--- src/rtl/ctrl_pkg.sv ---
`default_nettype none
// +----------------------------------------------------------------------------+
// | ctrl_pkg                                                                   |
// | Shared types and opcode constants for the multicycle controller.           |
// | Revision: 1.0                                                              |
// +----------------------------------------------------------------------------+
package ctrl_pkg;

  typedef enum logic [2:0] {
    FETCH  = 3'd0,
    DECODE = 3'd1,
    EXEC   = 3'd2,
    MEM    = 3'd3,
    WB     = 3'd4,
    HALT   = 3'd5
  } state_t;

  typedef enum logic [3:0] {
    ALU_ADD = 4'd0,
    ALU_SUB = 4'd1,
    ALU_AND = 4'd2,
    ALU_OR  = 4'd3,
    ALU_XOR = 4'd4
  } alu_op_t;

  typedef enum logic [2:0] {
    CL_ALU     = 3'd0,
    CL_LOAD    = 3'd1,
    CL_STORE   = 3'd2,
    CL_BRANCH  = 3'd3,
    CL_JAL     = 3'd4,
    CL_JALR    = 3'd5,
    CL_ILLEGAL = 3'd6
  } iclass_t;

  typedef enum logic [1:0] {
    BR_EQ = 2'd0,
    BR_NE = 2'd1,
    BR_LT = 2'd2
  } br_kind_t;

  localparam logic [6:0] OP_R     = 7'b0110011;
  localparam logic [6:0] OP_I     = 7'b0010011;
  localparam logic [6:0] OP_LOAD  = 7'b0000011;
  localparam logic [6:0] OP_STORE = 7'b0100011;
  localparam logic [6:0] OP_BR    = 7'b1100011;
  localparam logic [6:0] OP_JAL   = 7'b1101111;
  localparam logic [6:0] OP_JALR  = 7'b1100111;

  function automatic logic branch_taken(input br_kind_t kind, input logic zero, input logic neg);
    case (kind)
      BR_EQ:   return zero;
      BR_NE:   return !zero;
      BR_LT:   return neg;
      default: return 1'b0;
    endcase
  endfunction

endpackage
`default_nettype wire

--- src/rtl/instr_decoder.sv ---
`default_nettype none
// +----------------------------------------------------------------------------+
// | instr_decoder                                                              |
// | Combinational field, immediate and class decode of the instruction reg.   |
// | Revision: 1.0                                                              |
// +----------------------------------------------------------------------------+
module instr_decoder
  import ctrl_pkg::*;
#(
  parameter int NBITS = 8,
  parameter int RW    = 5
) (
  input  logic [31:0]      i_instr,
  output logic [RW-1:0]    o_rs1,
  output logic [RW-1:0]    o_rs2,
  output logic [RW-1:0]    o_rd,
  output logic [NBITS-1:0] o_imm,
  output alu_op_t          o_alu_op,
  output logic             o_alu_src,
  output iclass_t          o_class,
  output br_kind_t         o_br_kind
);

  logic [6:0]  w_opcode;
  logic [2:0]  w_funct3;
  logic [6:0]  w_funct7;
  logic [31:0] w_imm32;

  assign w_opcode = i_instr[6:0];
  assign w_funct3 = i_instr[14:12];
  assign w_funct7 = i_instr[31:25];

  assign o_rs1 = RW'(i_instr[19:15]);
  assign o_rs2 = RW'(i_instr[24:20]);
  assign o_rd  = RW'(i_instr[11:7]);
  assign o_imm = NBITS'(w_imm32);

  always_comb begin
    o_class   = CL_ILLEGAL;
    o_alu_op  = ALU_ADD;
    o_alu_src = 1'b0;
    o_br_kind = BR_EQ;
    w_imm32   = '0;
    case (w_opcode)
      OP_R: begin
        o_class = CL_ALU;
        case ({w_funct7, w_funct3})
          {7'h00, 3'b000}: o_alu_op = ALU_ADD;
          {7'h20, 3'b000}: o_alu_op = ALU_SUB;
          {7'h00, 3'b111}: o_alu_op = ALU_AND;
          {7'h00, 3'b110}: o_alu_op = ALU_OR;
          {7'h00, 3'b100}: o_alu_op = ALU_XOR;
          default:         o_class  = CL_ILLEGAL;
        endcase
      end
      OP_I: begin
        w_imm32   = {{20{i_instr[31]}}, i_instr[31:20]};
        o_alu_src = 1'b1;
        if (w_funct3 == 3'b000) o_class = CL_ALU;
      end
      OP_LOAD: begin
        w_imm32   = {{20{i_instr[31]}}, i_instr[31:20]};
        o_alu_src = 1'b1;
        if (w_funct3 == 3'b010) o_class = CL_LOAD;
      end
      OP_STORE: begin
        w_imm32   = {{20{i_instr[31]}}, i_instr[31:25], i_instr[11:7]};
        o_alu_src = 1'b1;
        if (w_funct3 == 3'b010) o_class = CL_STORE;
      end
      OP_BR: begin
        w_imm32  = {{19{i_instr[31]}}, i_instr[31], i_instr[7], i_instr[30:25],
                    i_instr[11:8], 1'b0};
        o_alu_op = ALU_SUB;
        case (w_funct3)
          3'b000:  begin o_class = CL_BRANCH; o_br_kind = BR_EQ; end
          3'b001:  begin o_class = CL_BRANCH; o_br_kind = BR_NE; end
          3'b100:  begin o_class = CL_BRANCH; o_br_kind = BR_LT; end
          default: o_class = CL_ILLEGAL;
        endcase
      end
      OP_JAL: begin
        w_imm32 = {{11{i_instr[31]}}, i_instr[31], i_instr[19:12], i_instr[20],
                   i_instr[30:21], 1'b0};
        o_class = CL_JAL;
      end
      OP_JALR: begin
        w_imm32 = {{20{i_instr[31]}}, i_instr[31:20]};
        if (w_funct3 == 3'b000) o_class = CL_JALR;
      end
      default: o_class = CL_ILLEGAL;
    endcase
  end

endmodule
`default_nettype wire

--- src/rtl/multicycle_controller.sv ---
`default_nettype none
// +----------------------------------------------------------------------------+
// | multicycle_controller                                                      |
// | Fetch/decode/exec/mem/wb sequencer for the 8-bit RV32I-subset datapath.   |
// | Revision: 1.0                                                              |
// +----------------------------------------------------------------------------+
module multicycle_controller
  import ctrl_pkg::*;
#(
  parameter int NBITS      = 8,
  parameter int NREGS      = 32,
  parameter int WIDTH_ALUF = 4
) (
  input  logic                     clock,
  input  logic                     reset,
  output logic [NBITS-1:0]         imem_addr,
  output logic                     imem_req,
  input  logic                     imem_ack,
  input  logic [31:0]              imem_rdata,
  output logic [$clog2(NREGS)-1:0] RS1,
  output logic [$clog2(NREGS)-1:0] RS2,
  output logic [$clog2(NREGS)-1:0] RD,
  output logic [NBITS-1:0]         IMM,
  output logic [WIDTH_ALUF-1:0]    ALUControl,
  output logic                     ALUSrc,
  output logic                     MemtoReg,
  output logic                     RegWrite,
  output logic                     link,
  output logic [NBITS-1:0]         pclink,
  input  logic [NBITS-1:0]         PCReg,
  input  logic                     Zero,
  input  logic                     Neg,
  input  logic                     Carry,
  output logic                     dmem_read,
  output logic                     dmem_write,
  input  logic                     dmem_ack,
  output logic                     illegal,
  output logic [2:0]               state_dbg
);

  localparam int                RW         = $clog2(NREGS);
  localparam logic [NBITS-1:0]  c_PC_STEP  = NBITS'(4);
  localparam logic [NBITS-1:0]  c_LSB_MASK = ~NBITS'(1);

  state_t            r_state, w_state_nxt;
  logic [NBITS-1:0]  r_pc, w_pc_nxt;
  logic [31:0]       r_ir, w_ir_nxt;
  logic              r_illegal, w_illegal_nxt;
  logic              r_imem_req, w_imem_req_nxt;
  logic              r_dmem_read, w_dmem_read_nxt;
  logic              r_dmem_write, w_dmem_write_nxt;
  logic              r_regwrite, w_regwrite_nxt;
  logic              r_memtoreg, w_memtoreg_nxt;
  logic              r_link, w_link_nxt;

  logic [RW-1:0]     w_rs1, w_rs2, w_rd;
  logic [NBITS-1:0]  w_imm;
  alu_op_t           w_alu_op;
  logic              w_alu_src;
  iclass_t           w_class;
  br_kind_t          w_br_kind;
  logic [NBITS-1:0]  w_pc_plus4, w_pc_plus_imm, w_jalr_target;
  logic              w_unused_carry;

  instr_decoder #(
    .NBITS (NBITS),
    .RW    (RW)
  ) u_dec (
    .i_instr   (r_ir),
    .o_rs1     (w_rs1),
    .o_rs2     (w_rs2),
    .o_rd      (w_rd),
    .o_imm     (w_imm),
    .o_alu_op  (w_alu_op),
    .o_alu_src (w_alu_src),
    .o_class   (w_class),
    .o_br_kind (w_br_kind)
  );

  assign w_pc_plus4     = r_pc + c_PC_STEP;
  assign w_pc_plus_imm  = r_pc + w_imm;
  assign w_jalr_target  = (PCReg + w_imm) & c_LSB_MASK;
  assign w_unused_carry = Carry;

  always_comb begin
    w_state_nxt   = r_state;
    w_pc_nxt      = r_pc;
    w_ir_nxt      = r_ir;
    w_illegal_nxt = r_illegal;
    case (r_state)
      FETCH: begin
        // ack only counts once the request is actually on the port
        if (r_imem_req && imem_ack) begin
          w_ir_nxt    = imem_rdata;
          w_state_nxt = DECODE;
        end
      end
      DECODE: begin
        if (w_class == CL_ILLEGAL) begin
          w_illegal_nxt = 1'b1;
          w_state_nxt   = HALT;
        end else begin
          w_state_nxt = EXEC;
        end
      end
      EXEC: begin
        case (w_class)
          CL_BRANCH: begin
            w_pc_nxt    = branch_taken(w_br_kind, Zero, Neg) ? w_pc_plus_imm : w_pc_plus4;
            w_state_nxt = FETCH;
          end
          CL_LOAD, CL_STORE: w_state_nxt = MEM;
          default:           w_state_nxt = WB;
        endcase
      end
      MEM: begin
        if (dmem_ack) begin
          if (w_class == CL_STORE) begin
            w_pc_nxt    = w_pc_plus4;
            w_state_nxt = FETCH;
          end else begin
            w_state_nxt = WB;
          end
        end
      end
      WB: begin
        case (w_class)
          CL_JAL:  w_pc_nxt = w_pc_plus_imm;
          CL_JALR: w_pc_nxt = w_jalr_target;
          default: w_pc_nxt = w_pc_plus4;
        endcase
        w_state_nxt = FETCH;
      end
      HALT:    w_state_nxt = HALT;
      default: w_state_nxt = FETCH;
    endcase

    // strobes are registered against the state being entered
    w_imem_req_nxt   = (w_state_nxt == FETCH);
    w_dmem_read_nxt  = (w_state_nxt == MEM) && (w_class == CL_LOAD);
    w_dmem_write_nxt = (w_state_nxt == MEM) && (w_class == CL_STORE);
    w_regwrite_nxt   = (w_state_nxt == WB);
    w_memtoreg_nxt   = (w_state_nxt == WB) && (w_class == CL_LOAD);
    w_link_nxt       = (w_state_nxt == WB) && ((w_class == CL_JAL) || (w_class == CL_JALR));
  end

  always_ff @(posedge clock) begin
    if (reset) begin
      r_state      <= FETCH;
      r_pc         <= '0;
      r_ir         <= '0;
      r_illegal    <= 1'b0;
      r_imem_req   <= 1'b0;
      r_dmem_read  <= 1'b0;
      r_dmem_write <= 1'b0;
      r_regwrite   <= 1'b0;
      r_memtoreg   <= 1'b0;
      r_link       <= 1'b0;
    end else begin
      r_state      <= w_state_nxt;
      r_pc         <= w_pc_nxt;
      r_ir         <= w_ir_nxt;
      r_illegal    <= w_illegal_nxt;
      r_imem_req   <= w_imem_req_nxt;
      r_dmem_read  <= w_dmem_read_nxt;
      r_dmem_write <= w_dmem_write_nxt;
      r_regwrite   <= w_regwrite_nxt;
      r_memtoreg   <= w_memtoreg_nxt;
      r_link       <= w_link_nxt;
    end
  end

  assign imem_addr  = r_pc;
  assign imem_req   = r_imem_req;
  assign RS1        = w_rs1;
  assign RS2        = w_rs2;
  assign RD         = w_rd;
  assign IMM        = w_imm;
  assign ALUControl = WIDTH_ALUF'(w_alu_op);
  assign ALUSrc     = w_alu_src;
  assign MemtoReg   = r_memtoreg;
  assign RegWrite   = r_regwrite;
  assign link       = r_link;
  assign pclink     = w_pc_plus4;
  assign dmem_read  = r_dmem_read;
  assign dmem_write = r_dmem_write;
  assign illegal    = r_illegal;
  assign state_dbg  = r_state;

endmodule
`default_nettype wire

--- config.mk ---
export PLATFORM = sky130hd
export DESIGN_NAME = multicycle_controller
export DESIGN_NICKNAME = d
export VERILOG_FILES = /design/src/rtl/ctrl_pkg.sv /design/src/rtl/instr_decoder.sv /design/src/rtl/multicycle_controller.sv
export SDC_FILE = /design/constraint.sdc
export NUM_CORES = 1
export LEC_CHECK = 0
export BUFFER_PORTS_ARGS = -buffer_cell sky130_fd_sc_hd__buf_2
export CELL_PAD_IN_SITES_DETAIL_PLACEMENT = 1
export CELL_PAD_IN_SITES_GLOBAL_PLACEMENT = 2
export CORE_MARGIN = 8
export CORE_UTILIZATION = 32
export DETAILED_ROUTE_END_ITERATION = 6
export GPL_ROUTABILITY_DRIVEN = 0
export HOLD_SLACK_MARGIN = 0.12
export PLACE_DENSITY_LB_ADDON = 0.1
export SLEW_MARGIN = 5
export SYNTH_ARGS = -nofsm -noshare
export SYNTH_HDL_FRONTEND = slang
export SYNTH_SLANG_ARGS = --single-unit
--- constraint.sdc ---
create_clock -name clock -period 5.75 [get_ports clock]
set_clock_uncertainty 0.15 [all_clocks]
set_input_delay 1.15 -clock clock [delete_from_list [all_inputs] [get_ports clock]]
set_output_delay 1.15 -clock clock [all_outputs]
set_load 0.02 [all_outputs]
Word level (Yosys, flattened, before mapping):

Cells that the tools add are included.

* bits of input ports: 47
* logic and storage cells: 94
* output and inout bits: 54
* register bits after elaboration: 50

* reductions and logical operators: 21
* add/subtract/negate cells: 3
* mux-type cells: 28
* equal/unequal tests: 32

Operator list (number)
* 2-to-1 mux 8 bit: 4
* one-hot mux 8 bit (4 select lines): 1
* equality test 10 x 3 -> 1 bit, second input constant: 3
* 2-to-1 mux 3 bit: 9
* one-hot mux 8 bit (3 select lines): 1
* equality test 3 bit, second input constant: 7
* equality test 7 bit, second input constant: 3
* one-hot mux 3 bit (7 select lines): 1
* equality test 3 x 2 -> 1 bit, second input constant: 6
* adder 8 bit: 2
* one-hot mux 8 bit (2 select lines): 1
* one-hot mux 3 bit (5 select lines): 1
* equality test 7 x 6 -> 1 bit, second input constant: 2
* one-hot mux 3 bit (4 select lines): 1
* equality test 10 x 9 -> 1 bit, second input constant: 1
* logical NOT 10 bit: 1
* equality test 3 x 1 -> 1 bit, second input constant: 3
* logical NOT 3 bit: 3
* OR reduction 3 bit: 3
* adder 8 x 3 -> 8 bit, second input constant: 1
* one-hot mux 4 bit (2 select lines): 1
* equality test 7 x 2 -> 1 bit, second input constant: 1
* equality test 7 x 5 -> 1 bit, second input constant: 1
* != test 2 bit, second input constant: 3
* other kinds (16): 24

Depth between registers and ports, before layout:

Gate-level depths: netlist (run 1).

* word-level depth: 10
* mapped depth: 13

Modules after synthesis:

Synthesis (run 1) repeated with hierarchy kept, for this count alone.

* cell total of the unflattened synthesis: 429
* area total of the unflattened synthesis: 3352.0 um^2

By module, submodules not included
* multicycle_controller: area an instance 2802.7 um^2, times used 1, cells an instance 345, seq. area each 1001.0 um^2
* instr_decoder: area an instance 549.3 um^2, times used 1, cells an instance 84, seq. area each 0.0 um^2

Worst setup path before layout (run 1):

OpenSTA, ideal clock, no wires.

* path type: flip-flop to flip-flop
* start point: register r_ir[3]
* end point: register r_pc[6] (netlist: imem_addr[6])
* required time: 5.462 ns
* arrival: 3.017 ns
* stages on the path, launching flop included: 13
* path slack: 2.446 ns
* buffers on the path: 0
* clock period less this slack: 3.304 ns
* cells stage by stage: dfxtp_1 > nand4bb_4 > or3_2 > nand2_1 > a22o_1 > ha_1 > a211oi_1 > o21bai_1 > a21oi_1 > xnor2_1 > o31a_1 > o31ai_1 > a221oi_2

RTL lines
* start, declared: line multicycle_controller.sv:47 `logic [31:0] r_ir, w_ir_nxt;`
* start signal, assigned: line multicycle_controller.sv:162 `r_ir <= w_ir_nxt;`
* equality test 7 x 5 -> 1 bit (tied with other cells): line instr_decoder.sv:44 `case (w_opcode)`
* OR reduction 3 bit (no source line)
* one-hot mux 8 bit (4 select lines) (*): line instr_decoder.sv:44
* via IMM[2]: line multicycle_controller.sv:23 `output logic [NBITS-1:0] IMM,`
* adder 8 bit: line multicycle_controller.sv:81 `assign w_pc_plus_imm = r_pc + w_imm;`
* 2-to-1 mux 8 bit: line multicycle_controller.sv:109 `w_pc_nxt = branch_taken(w_br_kind, Zero, Neg) ? w_pc_plus_imm : w_pc_plus4;`
* 2-to-1 mux 8 bit: line multicycle_controller.sv:107 `case (w_class)`
* one-hot mux 8 bit (3 select lines) (*): line multicycle_controller.sv:90 `case (r_state)`
* end signal, assigned: line multicycle_controller.sv:161 `r_pc <= w_pc_nxt;`
* end, declared: line multicycle_controller.sv:46 `logic [NBITS-1:0] r_pc, w_pc_nxt;`

Mark *: on every way through the listed nets, which the timed path passes. The rest lies on a longest branch. The select of a mux whose other input is x is not followed.
A chain may end at the register's enable or synchronous reset.

Worst setup path after layout (run 1):

* start point: register r_ir[3]
* end point: register r_pc[6] (netlist: imem_addr[6])

* word-level cells in the longest chain between the ends: 9

RTL lines
* branches (longest 9 deep; another with adder 8 bit)

Parallel ways; which one is timed is not known. The select of a mux whose other input is x is not followed.

==> results.sh, run 1 <==
export IMPL_synth_nets=488
export IMPL_arrival_ps=3720
export IMPL_worstSetupPathType="flip-flop to flip-flop"
export IMPL_ant_nets=0
export IMPL_end_kind="flip-flop"
export IMPL_cp_startpoint="r_ir[3]$_SDFFE_PP0P_"
export IMPL_ys_seq_elements=50
export IMPL_crit_chain="nand4bb_4 > or3_2 > nand2_1 > a22o_1 > ha_1 > a211oi_1 > o21bai_1 > a21oi_1 > xnor2_1 > o31a_1 > o31ai_1 > a221oi_2"
export IMPL_first_pass_iters=4
export IMPL_post_cts_resized=0
export IMPL_root_buffer="clkbuf_8"
export IMPL_start_kind="flip-flop"
export IMPL_antenna_cells=0
export IMPL_final_setup_viol_count=0
export IMPL_layout_common_cells="buf_2, nand2_1, dfxtp_1, a21oi_1, nor2_1"
export IMPL_cts_sinks=50
export IMPL_finalNetCount=556
export IMPL_fin_area_um2=3920
export IMPL_grt_usage=0.154
export IMPL_core_area_um2=10300
export IMPL_dpl_cell_area_um2=3820
export IMPL_synth_avg_cell_area_um2=7.98
export IMPL_synth_edf_count=0
export IMPL_drive_gt1_frac=0.271
export IMPL_dp_hpwl_mm=8.70
export IMPL_async_flop_share=0
export IMPL_synth_cell_types=72
export IMPL_final_fill_count=1325
export IMPL_max_freq_mhz=269
export IMPL_min_delay_start="r_ir[15]$_SDFFE_PP0P_"
export IMPL_crit_family="compound AO/OA/AOI/OAI gates"
export IMPL_antenna_found_initial=0
export IMPL_status="complete, no violations"
export IMPL_grt_pass1_wl_mm=18.1
export IMPL_ys_warnings_count=0
export IMPL_mostFrequentLayoutCell="buf_2"
export IMPL_synth_top_cell_by_area="dfxtp_1"
export IMPL_maxCapViolations=0
export IMPL_drt_iter0_drc=138
export IMPL_synth_top_area_frac=0.295
export IMPL_fin_tns_setup_ps=0
export IMPL_slowest_delay_ps=470
export IMPL_required_ps=5750
export IMPL_r2r_cells=12
export IMPL_grt_pass1_vias=3464
export IMPL_syn_inst=425
export IMPL_rows=37
export IMPL_syn_cell_area_um2=3390
export IMPL_grt_overflow=0
export IMPL_p_per_area_nw_per_um2=198
export IMPL_slowest_stage="or3_2"
export IMPL_relSlewSlack=0.333
export IMPL_worstMarginPinSlew_ps=1000
export IMPL_ys_dominant_reg_cell="dfxtp_1"
export IMPL_viasPerCell=5.22
export IMPL_hp_class="flip-flop to flip-flop"
export IMPL_ir_worst_vdd_mv=0.0841
export IMPL_drc_errors=0
export IMPL_hold_path_depth=2
export IMPL_hold_viol_final=0
export IMPL_vias=3286
export IMPL_cts_setup_buffers=0
export IMPL_io_pins=101
export IMPL_crit_cells=12
export IMPL_htree_levels=2
export IMPL_min_period_ps=3710
export IMPL_critPathMaxFanout=6
export IMPL_cts_path_max_buffers=2
export IMPL_p_leak_nw=1.71
export IMPL_finalWirelength_mm=11.1
export IMPL_finalMaxSlewViolations=0
export IMPL_wl_per_cell_um=17.6
export IMPL_start_util=0.329
export IMPL_io_buffer_count=98
export IMPL_cts_tree="built"
export IMPL_die_h_um=119
export IMPL_dieWidth_um=119
export IMPL_clk_pin_slew_ps=110
export IMPL_synthTopCellsByArea="dfxtp_1, nand2_1, a21oi_1, ha_1, buf_4"
export IMPL_ys_seq_area_frac=0.295
export IMPL_clk_latency_ps=310
export IMPL_cts_buffers=5
export IMPL_worst_path_buf_inv=0
export IMPL_grt_max_degree=49
export IMPL_die_area_um2=14200
export IMPL_rsz0062_at_grt="no"
export IMPL_period_share=0.646
export IMPL_ctsHoldBuffers=0
export IMPL_area_delta_synth_final_pct=15.4
export IMPL_reg2reg_from="r_ir[3]$_SDFFE_PP0P_"
-- cells in the mapped netlist (3+ instances only) --
cell type and n:
a21o_1 7, and3_1 3, or4_4 3, nor3b_1 3
a211oi_1 6, a22o_1 4, nand3_1 6, nand2_1 79
o21ai_0 11, o31ai_1 3, nor2b_1 3, a221oi_2 4
xnor2_1 9, inv_1 8, ha_1 14, clkbuf_1 13
dfxtp_1 50, xor2_1 7, buf_6 3, nand4b_1 3
o21ai_1 4, a21oi_1 48, nor4_1 3, buf_4 21
nor2_1 27, nand2b_1 6, nand3b_1 3, nor3_1 15
o2111ai_1 3
-- cells by family after synthesis --
logic type / count (synthesis) / synth area share
AND/OR/NAND/NOR: 176 / 0.271
AO/OA/AOI/OAI: 117 / 0.237
flip-flops: 50 / 0.295
buffers and inverters: 46 / 0.0811
adder cells (fa/ha/maj): 16 / 0.0634
XOR/XNOR: 16 / 0.0413
multiplexers: 3 / 0.00922
other: 1 / 0.00111
-- where the power goes --
part / switching [mW] / internal, mW
combinational: 0.0981 / 0.0580
sequential: 0.0244 / 0.365
clock: 0.137 / 0.0907
-- sequential cells by signal (all words and copies together) (netlist names) --
register    cells
imem_addr       8
state_dbg       3
r_ir           32
illegal         1
dmem_write      1
dmem_read       1
MemtoReg        1
link            1
imem_req        1
RegWrite        1
-- layer usage --
metal	global-route usage	up-vias	routed length [um]
met3	0.0458	8	637
met4	0.0285	0	94
met2	0.263	70	5190
met1	0.189	1567	5170
met5	0	-	0
li1	-	1641	-
-- area by class of cell --
type | count | area, um2 | share of cell area
multi-input cells | 329 | 2120 | 0.541
flip-flops and latches | 50 | 1000 | 0.256
repair buffers | 99 | 498 | 0.127
well taps | 136 | 170 | 0.0435
clock buffers | 5 | 68.8 | 0.0176
inverters | 8 | 30.0 | 0.00767
clock inverters | 3 | 28.8 | 0.00735
-- final timing paths --
kind,to,slack [ps]
setup reg to reg,imem_addr[6]$_SDFFE_PP0P_,2040
hold / removal,r_ir[15]$_SDFFE_PP0P_,310
hold reg to reg,r_ir[15]$_SDFFE_PP0P_,310
setup / recovery,imem_addr[6]$_SDFFE_PP0P_,2040
-- tightest hold or removal path, stage by stage, from the launching register on --
cell,delay [ps]
dfxtp_1,330
nand2_1,50
a21oi_1,50
-- stage by stage --
step / instances / total power [mW] / worst slack (ps) / utilization / hold slack, ps
after CTS: 630 / 0.790 / 1990 / 0.379 / 316
after floorplan: 425 / 0.508 / 2450 / - / 286
after global placement: 622 / 0.552 / 2040 / 0.370 / 290
final: 630 / 0.774 / 2040 / 0.379 / 313
after detailed placement: 622 / 0.556 / 2020 / 0.370 / 297
after global routing: 630 / 0.821 / 1720 / 0.379 / 340
(Power assumes the default switching activity.)
==> inputs of run 2 (changes only) <==
CORE_UTILIZATION = 26   (was 32)
clock period = 3.3 ns   (was 5.75 ns; I/O delays follow)
==> run 2 against run 1 <==
Largest power group unchanged; sequential power rose by 73%; combinational power rose by 90%; largest cell class unchanged; via count rose by 2.7%; first-iteration DRC count fell by 15%; setup slack got worse by 1800 ps.
==> results.sh, run 2 (same netlist as run 1, synthesis figures left out) <==
export IMPL_dpl_cell_area_um2=4070
export IMPL_worstSetupPathType="flip-flop to flip-flop"
export IMPL_period_share=0.941
export IMPL_cts_buffers=5
export IMPL_mostFrequentLayoutCell="buf_2"
export IMPL_status="complete, no violations"
export IMPL_grt_overflow=0
export IMPL_die_h_um=130
export IMPL_largest_register="r_ir"
export IMPL_power_mw=1.60
export IMPL_rows=41
export IMPL_hold_path_depth=2
export IMPL_finalNetCount=584
export IMPL_antenna_cells=0
export IMPL_io_pins=101
export IMPL_finalWirelength_mm=11.9
export IMPL_p_per_area_nw_per_um2=371
export IMPL_arrival_ps=3120
export IMPL_ant_nets=0
export IMPL_drive_gt1_frac=0.337
export IMPL_end_kind="flip-flop"
export IMPL_area_delta_synth_final_pct=27.1
export IMPL_critPathMaxFanout=5
export IMPL_ir_worst_vdd_mv=0.291
export IMPL_largest_reg_flops=32
export IMPL_start_kind="flip-flop"
export IMPL_hold_viol_final=0
export IMPL_p_switching_mw=0.484
export IMPL_rsz0062_at_grt="no"
export IMPL_p_leak_nw=1.91
export IMPL_cts_tree="built"
export IMPL_multi_input_area_um2=2180
export IMPL_final_fill_count=1569
export IMPL_p_int_mw=1.11
export IMPL_die_area_um2=17000
export IMPL_cts_sinks=50
export IMPL_layout_common_cells="buf_2, nand2_1, dfxtp_1, a21oi_1, buf_4"
export IMPL_hp_class="flip-flop to flip-flop"
export IMPL_final_setup_viol_count=0
export IMPL_cts_setup_buffers=0
export IMPL_drc_errors=0
export IMPL_min_period_ps=3100
export IMPL_required_ps=3320
export IMPL_grt_max_degree=35
export IMPL_maxCapViolations=0
export IMPL_max_freq_mhz=322
export IMPL_clk_pin_slew_ps=70
export IMPL_relSlewSlack=0.551
export IMPL_p_seq_frac=0.422
export IMPL_r2r_cells=12
export IMPL_swShare=0.303
export IMPL_fin_area_um2=4310
export IMPL_antenna_found_initial=0
export IMPL_start_util=0.268
export IMPL_grt_usage=0.144
export IMPL_worstMarginPinSlew_ps=674
export IMPL_comb_power_share=0.185
export IMPL_grt_pass1_wl_mm=19.0
export IMPL_final_seq_area_um2=1000
export IMPL_holdWs_ps=303
export IMPL_cts_path_max_buffers=2
export IMPL_viasPerCell=4.86
export IMPL_ctsHoldBuffers=0
export IMPL_clkPwrFrac=0.393
export IMPL_first_pass_iters=4
export IMPL_grt_pass1_vias=3556
export IMPL_clk_latency_ps=300
export IMPL_io_buffer_count=98
export IMPL_finalMaxSlewViolations=0
export IMPL_htree_levels=2
export IMPL_wl_per_cell_um=17.2
export IMPL_core_area_um2=12700
export IMPL_dieWidth_um=130
export IMPL_dp_hpwl_mm=9.70
export IMPL_vias=3374
export IMPL_drt_iter0_drc=117
export IMPL_root_buffer="clkbuf_16"
-- run 2: cell types whose count changed in the layout (fill, tap and decap cells not counted), moves of 3 or more --
cell	delta
a22o_1	-3
buf_4	+28
clkbuf_16	+5
clkbuf_8	-5
-- run 2: cell type report --
cell class | instances | share of cell area
tap | 172 | 0.0499
inverter | 8 | 0.00696
sequential | 50 | 0.233
clock buffer | 5 | 0.0290
multi-input combinational | 329 | 0.506
timing repair buffer | 127 | 0.164
clock inverter | 3 | 0.0110
-- run 2: power groups by stage --
stage	clock network (mW)	logic (mW)	registers, mW
2_1_floorplan	0	0.201	0.684
3_5_place_dp	0	0.299	0.688
4_1_cts	0.644	0.300	0.674
6_report	0.627	0.296	0.675
3_3_place_gp	0	0.294	0.686
5_1_grt	0.670	0.330	0.681
-- run 2: worst max-delay path: stages, from the launching register on --
cell and delay (ps):
dfxtp_1 380, nand4bb_4 170, buf_4 140, nor2_2 70, a22o_4 290, fa_1 470
a211oi_2 260, o21bai_1 120, a21oi_1 180, xnor2_1 110, mux2_2 280, a221oi_2 270
a221oi_2 80
-- run 2: final timing paths --
path | slack, ps | from | end
max | 200 | r_ir[3]$_SDFFE_PP0P_ | imem_addr[6]$_SDFFE_PP0P_
min | 300 | r_ir[17]$_SDFFE_PP0P_ | r_ir[17]$_SDFFE_PP0P_
min reg2reg | 300 | r_ir[17]$_SDFFE_PP0P_ | r_ir[17]$_SDFFE_PP0P_
max reg2reg | 200 | r_ir[3]$_SDFFE_PP0P_ | imem_addr[6]$_SDFFE_PP0P_
-- run 2: repair_timing --
item,CTS,global route
gates cloned,0,0
pin swaps,0,1
gates resized for setup,5,14
endpoints found under the setup margin,2,2
-- run 2: stage by stage --
step,setup WS [ps],util,instances,setup TNS (ps)
floorplan,42.7,-,425,0
global placement,-73.6,0.322,686,-88.6
detailed placement,-85.7,0.322,686,-147
CTS,-4.16,0.336,694,-4.16
global route,7.53,0.340,694,0
finish,196,0.340,694,0
-- run 2: per-layer routing --
metal  vias to the layer above  track usage  share of wire  wire, um
met5                         -            0              0         0
met4                         0       0.0348         0.0089       106
met3                         5       0.0432          0.055       658
met2                        63        0.228           0.45      5430
met1                      1610        0.186           0.48      5750
li1                       1696            -              -         -
